`config.mk`:
```
export PLATFORM = sky130hd
export DESIGN_NAME = m_dm_ctrl
export DESIGN_NICKNAME = d
export VERILOG_FILES = /design/src/rtl/m_dm_ctrl_pkg.sv /design/src/rtl/m_dm_lane.sv /design/src/rtl/m_dm_ctrl.sv
export SDC_FILE = /design/constraint.sdc
export NUM_CORES = 1
export LEC_CHECK = 0
export CAP_MARGIN = 20
export CORE_MARGIN = 1.5
export CORE_UTILIZATION = 36
export DETAILED_ROUTE_END_ITERATION = 6
export GPL_ROUTABILITY_DRIVEN = 0
export GPL_TIMING_DRIVEN = 0
export PLACE_DENSITY = 0.64
export SYNTH_ARGS = -nofsm -noshare
export SYNTH_HDL_FRONTEND = slang
export SYNTH_SLANG_ARGS = --single-unit
```
`constraint.sdc`:
```
create_clock -name clk -period 6.9 [get_ports clk]
set_input_delay 1.725 -clock clk [delete_from_list [all_inputs] [get_ports clk]]
set_output_delay 1.725 -clock clk [all_outputs]
set_load 0.01 [all_outputs]
```
`src/rtl/m_dm_ctrl_pkg.sv`:
```
// Shared definitions for the M-stage data-memory controller: op codes, exception codes,
// FSM state encoding and small op-classification helpers.
package m_dm_ctrl_pkg;

    localparam logic [2:0] MEM_NOP = 3'b000;
    localparam logic [2:0] MEM_LW  = 3'b001;
    localparam logic [2:0] MEM_LH  = 3'b010;
    localparam logic [2:0] MEM_LB  = 3'b011;
    localparam logic [2:0] MEM_SW  = 3'b100;
    localparam logic [2:0] MEM_SH  = 3'b101;
    localparam logic [2:0] MEM_SB  = 3'b110;

    localparam logic [1:0] EXC_NONE = 2'd0;
    localparam logic [1:0] EXC_ADEL = 2'd1;
    localparam logic [1:0] EXC_ADES = 2'd2;
    localparam logic [1:0] EXC_TMO  = 2'd3;

    typedef enum logic [1:0] {
        StIdle,
        StIssue,
        StWait,
        StResp
    } dm_state_e;

    function automatic logic is_load(input logic [2:0] op);
        return (op == MEM_LW) || (op == MEM_LH) || (op == MEM_LB);
    endfunction

    function automatic logic is_store(input logic [2:0] op);
        return (op == MEM_SW) || (op == MEM_SH) || (op == MEM_SB);
    endfunction

    function automatic logic misaligned(input logic [2:0] op, input logic [1:0] off);
        if (op == MEM_LW || op == MEM_SW) return off != 2'b00;
        if (op == MEM_LH || op == MEM_SH) return off[0];
        return 1'b0;
    endfunction

endpackage

```
`src/rtl/m_dm_lane.sv`:
```
// Combinational lane steering: store byte enables and replicated write data, and
// sign extension of the addressed byte/half of a raw load word.
module m_dm_lane
    import m_dm_ctrl_pkg::*;
(
    input  logic [2:0]  op,
    input  logic [1:0]  off,
    input  logic [31:0] wdata,
    input  logic [31:0] rdata,
    output logic [3:0]  byteen,
    output logic [31:0] lane_wdata,
    output logic [31:0] load_data
);

    logic [15:0] half;
    logic [7:0]  byte_sel;

    always_comb begin
        half     = off[1] ? rdata[31:16] : rdata[15:0];
        byte_sel = rdata[8*off +: 8];
    end

    always_comb begin
        byteen     = 4'b0000;
        lane_wdata = '0;
        load_data  = '0;
        case (op)
            MEM_SW: begin
                byteen     = 4'b1111;
                lane_wdata = wdata;
            end
            MEM_SH: begin
                byteen     = 4'b0011 << {off[1], 1'b0};
                lane_wdata = {2{wdata[15:0]}};
            end
            MEM_SB: begin
                byteen     = 4'b0001 << off;
                lane_wdata = {4{wdata[7:0]}};
            end
            MEM_LW: load_data = rdata;
            MEM_LH: load_data = {{16{half[15]}}, half};
            MEM_LB: load_data = {{24{byte_sel[7]}}, byte_sel};
            default: ;
        endcase
    end

endmodule

```
`src/rtl/m_dm_ctrl.sv`:
```
// M-stage data-memory access controller: validates one load/store, runs the req/gnt/rvalid
// handshake with a timeout, stalls the pipeline and returns a one-cycle response pulse.
module m_dm_ctrl
    import m_dm_ctrl_pkg::*;
#(
    parameter logic [31:0] DM_BASE = 32'h0000_0000,
    parameter logic [31:0] DM_SIZE = 32'h0000_3000,
    parameter int unsigned TIMEOUT = 64
) (
    input  logic        clk,
    input  logic        reset,
    input  logic        req_valid,
    input  logic [2:0]  req_op,
    input  logic [31:0] req_addr,
    input  logic [31:0] req_wdata,
    output logic        stall,
    output logic        rsp_valid,
    output logic [31:0] rsp_rdata,
    output logic [1:0]  rsp_exc,
    output logic        m_data_req,
    output logic        m_data_wr,
    output logic [31:0] m_data_addr,
    output logic [3:0]  m_data_byteen,
    output logic [31:0] m_data_wdata,
    input  logic        m_data_gnt,
    input  logic        m_data_rvalid,
    input  logic [31:0] m_data_rdata
);

    localparam int unsigned     CntW    = $clog2(TIMEOUT) + 1;
    localparam logic [CntW-1:0] CntLast = CntW'(TIMEOUT - 1);

    dm_state_e       state_q;
    logic [2:0]      op_q;
    logic [1:0]      off_q;
    logic [CntW-1:0] cnt_q;

    logic [2:0]  lane_op;
    logic [1:0]  lane_off;
    logic [3:0]  lane_byteen;
    logic [31:0] lane_wdata;
    logic [31:0] lane_load;
    logic [32:0] win_off;
    logic        req_bad;
    logic        timed_out;

    // Lane logic sees the incoming request while idle and the latched one afterwards.
    assign lane_op  = (state_q == StIdle) ? req_op : op_q;
    assign lane_off = (state_q == StIdle) ? req_addr[1:0] : off_q;

    m_dm_lane u_lane (
        .op         (lane_op),
        .off        (lane_off),
        .wdata      (req_wdata),
        .rdata      (m_data_rdata),
        .byteen     (lane_byteen),
        .lane_wdata (lane_wdata),
        .load_data  (lane_load)
    );

    // A borrow out of the subtraction means the address lies below the window.
    assign win_off   = {1'b0, req_addr} - {1'b0, DM_BASE};
    assign req_bad   = misaligned(req_op, req_addr[1:0]) || win_off[32] ||
                       (win_off[31:0] >= DM_SIZE);
    assign timed_out = cnt_q >= CntLast;

    assign stall = ((state_q == StIdle) && req_valid) || (state_q == StIssue) ||
                   (state_q == StWait);

    always_ff @(posedge clk or negedge reset) begin
        if (!reset) begin
            state_q       <= StIdle;
            op_q          <= MEM_NOP;
            off_q         <= '0;
            cnt_q         <= '0;
            rsp_valid     <= 1'b0;
            rsp_rdata     <= '0;
            rsp_exc       <= EXC_NONE;
            m_data_req    <= 1'b0;
            m_data_wr     <= 1'b0;
            m_data_addr   <= '0;
            m_data_byteen <= '0;
            m_data_wdata  <= '0;
        end else begin
            rsp_valid <= 1'b0;
            unique case (state_q)
                StIdle: begin
                    if (req_valid) begin
                        op_q  <= req_op;
                        off_q <= req_addr[1:0];
                        if (!is_load(req_op) && !is_store(req_op)) begin
                            state_q   <= StResp;
                            rsp_valid <= 1'b1;
                            rsp_exc   <= EXC_NONE;
                        end else if (req_bad) begin
                            state_q   <= StResp;
                            rsp_valid <= 1'b1;
                            rsp_exc   <= is_load(req_op) ? EXC_ADEL : EXC_ADES;
                        end else begin
                            state_q       <= StIssue;
                            cnt_q         <= '0;
                            m_data_req    <= 1'b1;
                            m_data_wr     <= is_store(req_op);
                            m_data_addr   <= {req_addr[31:2], 2'b00};
                            m_data_byteen <= lane_byteen;
                            m_data_wdata  <= lane_wdata;
                        end
                    end
                end
                StIssue: begin
                    cnt_q <= cnt_q + CntW'(1);
                    if (m_data_gnt || timed_out) begin
                        m_data_req    <= 1'b0;
                        m_data_wr     <= 1'b0;
                        m_data_addr   <= '0;
                        m_data_byteen <= '0;
                        m_data_wdata  <= '0;
                    end
                    // Completing on the last allowed cycle wins over the timeout.
                    if (m_data_gnt && (is_store(op_q) || m_data_rvalid)) begin
                        state_q   <= StResp;
                        rsp_valid <= 1'b1;
                        rsp_rdata <= is_store(op_q) ? '0 : lane_load;
                        rsp_exc   <= EXC_NONE;
                    end else if (timed_out) begin
                        state_q   <= StResp;
                        rsp_valid <= 1'b1;
                        rsp_exc   <= EXC_TMO;
                    end else if (m_data_gnt) begin
                        state_q <= StWait;
                    end
                end
                StWait: begin
                    cnt_q <= cnt_q + CntW'(1);
                    if (m_data_rvalid) begin
                        state_q   <= StResp;
                        rsp_valid <= 1'b1;
                        rsp_rdata <= lane_load;
                        rsp_exc   <= EXC_NONE;
                    end else if (timed_out) begin
                        state_q   <= StResp;
                        rsp_valid <= 1'b1;
                        rsp_exc   <= EXC_TMO;
                    end
                end
                StResp: begin
                    state_q   <= StIdle;
                    rsp_rdata <= '0;
                    rsp_exc   <= EXC_NONE;
                end
            endcase
        end
    end

endmodule

```
# Word level (Yosys, flattened, before mapping)

Cells that the tools add are included.
Widths: inputs -> output; s select.

Output and inout port bits: 106
Bits in registers: 119
Latch bits: 0
RAM bits: 0
Input port bits: 104
Word-level logic and storage cells: 143
ROM bits: 0
Memories kept: 0

Div/mod/pow operators: 0
Order comparisons: 2
Reduce and logical (&&, ||, !) cells: 30
Bitwise operators: 0
Equal/unequal tests: 27
Shifts and indexed selects: 3
Multiply operators: 0
Add/subtract/negate cells: 1
Multiplexer cells: 68

Operators with widths:

| operator             | count |
|---|---|
| $mux 32              | 10 |
| $pmux 32 s3          | 3 |
| $pmux 32 s2          | 2 |
| $ge 32x14->1 const B | 1 |
| $mux 2               | 16 |
| $shiftx 32x6->8      | 1 |
| $eq 3x3->1 const B   | 9 |
| $mux 7               | 3 |
| $mux 1               | 20 |
| $mux 16              | 1 |
| $mux 4               | 4 |
| $pmux 2 s4           | 2 |
| $pmux 7 s2           | 1 |
| $logic_or 1x1->1     | 13 |
| $eq 3x2->1 const B   | 4 |
| $pmux 4 s3           | 1 |
| $ne 2x2->1 const B   | 4 |
| $pmux 4 s2           | 1 |
| $add 7x1->7 const B  | 1 |
| $ge 7x6->1 const B   | 1 |
| $eq 3x1->1 const B   | 2 |
| $reduce_and 3->1     | 2 |
| $reduce_bool 2->1    | 3 |
| $reduce_and 5->1     | 1 |
| 18 further kinds     | 25 |

# Logic depth before layout (Yosys ltp)

Gate-level depths: netlist of run 1.

Word-level depth: 11
Gate-level depth with buffers: 10

# By module

Synthesis of run 1 repeated with hierarchy kept, for this count alone.

Cell total of the unflattened synthesis: 801
Area total of the unflattened synthesis: 7105.6 um^2

By module, submodules not included:

| module    | times used | cells an instance | area an instance (um^2) |
|---|---|---|---|
| m_dm_ctrl | 1          | 593               | 5683.0 |
| m_dm_lane | 1          | 208               | 1422.6 |

# Worst setup path after synthesis of run 1

Ideal clock, no wire load.

Path kind: in2out
Start: input req_valid
End: output stall
Arrival time: 2020 ps
Buffers on the path: 0
Slack: 3155 ps
Stages on the path: 2
Cells stage by stage: nand2_2 -> nand3_1

Longest elaborated chain between the ends: 3

RTL lines:

| item                          | line            | source |
|---|---|---|
| from (decl)                   | m_dm_ctrl.sv:12 | `input logic req_valid,` |
| $logic_and 1x1->1             | m_dm_ctrl.sv:67 | `assign stall = ((state_q == StIdle) && req_valid) \|\| (state_q == StIssue) \|\|` |
| $logic_or 1x1->1 (2 in a row) | m_dm_ctrl.sv:67 |  |
| to (decl)                     | m_dm_ctrl.sv:16 | `output logic stall,` |

Every way passes these cells.

# Final worst setup path of run 1

Ends and elaborated chain as after synthesis.

==> impl_results.rst, run 1 <==
.. list-table::
   :header-rows: 1

   * - Metric
     - Value
   * - Result of the run
     - finished, final reports clean
   * - Number of ports placed on the die boundary
     - 210
   * - Total CTS buffers
     - 17
   * - Routed vias/inst
     - 5.32
   * - Post-Synthesis Cell Area
     - 5780 um^2
   * - TritonCTS clock tree
     - done
   * - Clock input transition at the sequential cells of the worst setup and hold paths
     - 0.05 ns
   * - XOR/XNOR Fraction of Synth Area
     - 0.00152
   * - Ys async rst share
     - 1.00
   * - Number of iterations in the first detailed-routing pass
     - 5
   * - Maximum level of the CTS H-tree
     - 4
   * - Core Footprint
     - 15800 um^2
   * - Standby leakage power
     - 0.00366 uW
   * - Global routing usage summed across all routing layers
     - 0.229
   * - Primary flip-flop cell chosen by synthesis mapping
     - dfrtp_1
   * - Data arrival, critical path
     - 3.12 ns
   * - Power density over cell area
     - 406 nW/um^2
   * - Tightest Pin Transition
     - 0.846 ns
   * - Number of standard cells in the layout, taps in and fillers out
     - 1043
   * - Compound-Gate Fraction of Synth Area
     - 0.220
   * - Maximum fanout along the worst path
     - 9
   * - Antenna violations before repair
     - 1
   * - Portion of the post-synthesis area used by sequential elements
     - 0.507
   * - Share of the cycle needed by the critical path after routing
     - 0.703
   * - Final antenna-violating net count
     - 0
   * - Top achievable clock speed
     - 0.206 GHz
   * - RSZ-0062 raised after global routing
     - false
   * - Warnings from Yosys
     - 0
   * - Average routed wire per standard cell
     - 18.0 um
   * - Number of DRC markers after the initial detailed-route iteration
     - 409
   * - Synth Area per Inst
     - 9.84 um^2
   * - Relative max-transition margin
     - 0.434
   * - Vias after detailed routing
     - 5546
   * - Clock Skews
     - 0.00841 ns
   * - Hold buffer count at CTS
     - 0
   * - Buffer cell driving the clock tree root
     - clkbuf_16
   * - Synthesized instance count
     - 587
   * - Filler cell count in the final layout
     - 1408
   * - Post-synthesis mux area share
     - 0.0518
   * - Die Y
     - 130 um
   * - Clock Sink Count
     - 117
   * - Initial core utilization
     - 0.366
   * - Horizontal die dimension
     - 130 um
   * - Critical path required time
     - 5.18 ns
   * - Startpoint-to-endpoint class of the critical path
     - in2out
   * - Dominant combinational cell family by area after synthesis
     - compound AO/OA/AOI/OAI gates
   * - HP Class
     - reg2reg
   * - Number of pins with negative max-slew slack in the final report
     - 0
   * - Cell chain of the critical path
     - clkdlybuf4s50_1, nand2_2, nand3_1, clkdlybuf4s50_1
   * - Sum of overflow across all layers after global routing
     - 0
   * - Worst setup EP type
     - output pin
   * - Share of synthesized cell area in and, or, nand and nor gates
     - 0.160
   * - Layout cells sized above 1
     - 0.100
   * - FF+latch count, synth
     - 117
   * - Deepest clock path buffer count
     - 2
   * - DIE AREA
     - 16800 um^2
   * - First-pass GRT wire length
     - 29400 um
   * - Post-cts repair resize count
     - 0
   * - Clock insertion delay at the later pin of the skew report
     - 0.42 ns
   * - Post-layout minimum cycle time
     - 4.85 ns
   * - Number of flops mapped to enable cells by yosys
     - 0
   * - HPWL after DPL
     - 14000 um
   * - Number of failing setup endpoints in the final timing report
     - 0
   * - Area overhead of the layout relative to synthesis
     - 52.1%
   * - Critical path launch point type
     - input port
   * - Via count of the first global-routing pass
     - 5588
   * - Maximum number of pins on one net before global-route repair
     - 77
   * - Cell count after placement
     - 1010
   * - Fin nets
     - 924
   * - Adder and majority cell fraction of the synthesized area
     - 0.0152
   * - Final sum of negative setup slack
     - 0 ns
   * - Reported max-cap violation count
     - 0
   * - Routed wire length
     - 18800 um
   * - Area occupied by multi-input gates
     - 2600 um^2
   * - Number of buffers inserted by port buffering
     - 205
   * - Hold slack
     - 0.483 ns
   * - Max stage delay cell, worst path
     - clkdlybuf4s50_1
   * - Post CTS Setup Buffer Count
     - 0
   * - Final Hold Fails
     - 0
   * - Most repeated library cell on the critical path
     - clkdlybuf4s50_1
   * - Largest incremental delay on the critical path
     - 0.56 ns
   * - Register area
     - 2930 um^2
   * - IR Drop Worst-Case VDD
     - 0.000236 V
   * - Count of different cell masters after synthesis
     - 61
   * - Std-Cell Rows
     - 46
   * - Residual DRC count
     - 0
   * - Power consumption
     - 3570 uW
[final cells by class]
class	instances	share of cell area
diodes	1	0.000285
plain buffers	41	0.0251
clock buffers	21	0.0547
clock inverters	11	0.0195
inverters	9	0.00385
multi-input cells	421	0.296
flip-flops and latches	117	0.333
well taps	216	0.0308
repair buffers	206	0.237
[Yosys cell counts, types with 7 or more instances]
cell | number | area, um^2
a21oi_1 | 28 | 140
buf_2 | 14 | 70.1
inv_1 | 9 | 33.8
nand3_1 | 7 | 35.0
nor2_1 | 18 | 67.6
nand2_1 | 101 | 379
clkbuf_1 | 17 | 63.8
a22o_1 | 10 | 87.6
ha_1 | 7 | 87.6
dfrtp_1 | 117 | 2930
mux2_2 | 8 | 90.1
a211oi_1 | 22 | 165
o21ai_1 | 30 | 150
o21ai_0 | 55 | 275
a221oi_1 | 7 | 61.3
a22oi_1 | 19 | 143
nand2b_1 | 16 | 100
and2_1 | 19 | 119
[flip-flops by register name, indices dropped and copies added, names as in the netlist]
signal / cells
m_data_byteen: 4
m_data_wr: 1
cnt_q: 7
m_data_req: 1
rsp_exc: 2
state_q: 2
m_data_wdata: 32
m_data_addr: 30
rsp_rdata: 32
off_q: 2
op_q: 3
rsp_valid: 1
[final timing paths]
| kind | slack, ns | endpoint | depth (start not counted) | from |
|---|---|---|---|---|
| worst max-delay path | 2.05 | stall | 4 | req_valid |
| worst min-delay path | 0.48 | m_data_addr[6]$_DFFE_PN0P_ | 2 | m_data_addr[6]$_DFFE_PN0P_ |
| worst max register to register | 3.71 | rsp_rdata[6]$_DFFE_PN0P_ | 8 | state_q[0]$_DFFE_PN0P_ |
| worst min register to register | 0.48 | m_data_addr[6]$_DFFE_PN0P_ | 2 | m_data_addr[6]$_DFFE_PN0P_ |
| max in group asynchronous | 4.97 | m_data_wdata[17]$_DFFE_PN0P_ | 2 | reset |
| min in group asynchronous | 1.22 | m_data_addr[22]$_DFFE_PN0P_ | 1 | reset |
[metal layers]
layer	routed length (um)	up-vias	GRT usage
met5	0	-	0
met2	8860	272	0.366
met1	7790	2655	0.294
met4	506	0	0.0902
li1	-	2574	-
met3	1600	45	0.0656
[kinds of logic (layout without fill, tap and decap cells)]
logic type | after synthesis | in the layout
mux | 21 | 21
simple gates | 191 | 191
xor+xnor | 1 | 1
other cells | 1 | 3
flops | 117 | 117
buf+inv | 50 | 288
fa+ha+maj | 7 | 7
compound gates | 199 | 199
[through the flow]
| step | setup WS, ns | cell area [um^2] | utilization |
|---|---|---|---|
| detailed placement | 2.04 | 8130 | 0.516 |
| global route | 2.00 | 8780 | 0.557 |
| CTS | 2.05 | 8780 | 0.557 |
| floorplan | 3.15 | 5780 | - |
| global placement | -0.383 | 8100 | 0.514 |
| finish | 2.05 | 8790 | 0.557 |
[worst max-delay path: cells and delay by family]
kind | cells | cell delay [ns]
simple gates | 2 | 0.33
buf+inv | 2 | 1.07
[report_power, final]
group          internal [uW]  leakage, uW  switching (uW)
Clock                    643     0.000316             324
Combinational            709      0.00175             960
Sequential               830      0.00159            99.4
[placed cells by master, fill, tap and decap left out, types with 7 or more instances in the layout]
master             n
a22oi_1           19
inv_1              9
dfrtp_1          117
o21ai_0           55
a211oi_1          22
mux2_2             8
clkbuf_16         17
ha_1               7
nand2_1          101
nand3_1            7
clkbuf_1          17
o21ai_1           30
buf_2             14
clkdlybuf4s50_1  204
nor2_1            18
a21oi_1           28
a221oi_1           7
nand2b_1          16
and2_1            19
a22o_1            10
No activity file was read; power rests on OpenSTA's default activity.
==> run 2, diff against run 1 <==
- clock period: 6.9 -> 4.9 ns (I/O delays scaled with it)
==> results of run 2 <==
The final DEF is identical to that of run 1. Status: finished, final reports clean.
Among the figures that moved: setup slack after placement 2.04 ns -> 1.04 ns; setup slack after layout 2.05 ns -> 1.05 ns; register-to-register setup slack 3.71 ns -> 1.71 ns; total power 3570 uW -> 5020 uW; worst IR drop on VDD 0.000236 V -> 0.000332 V
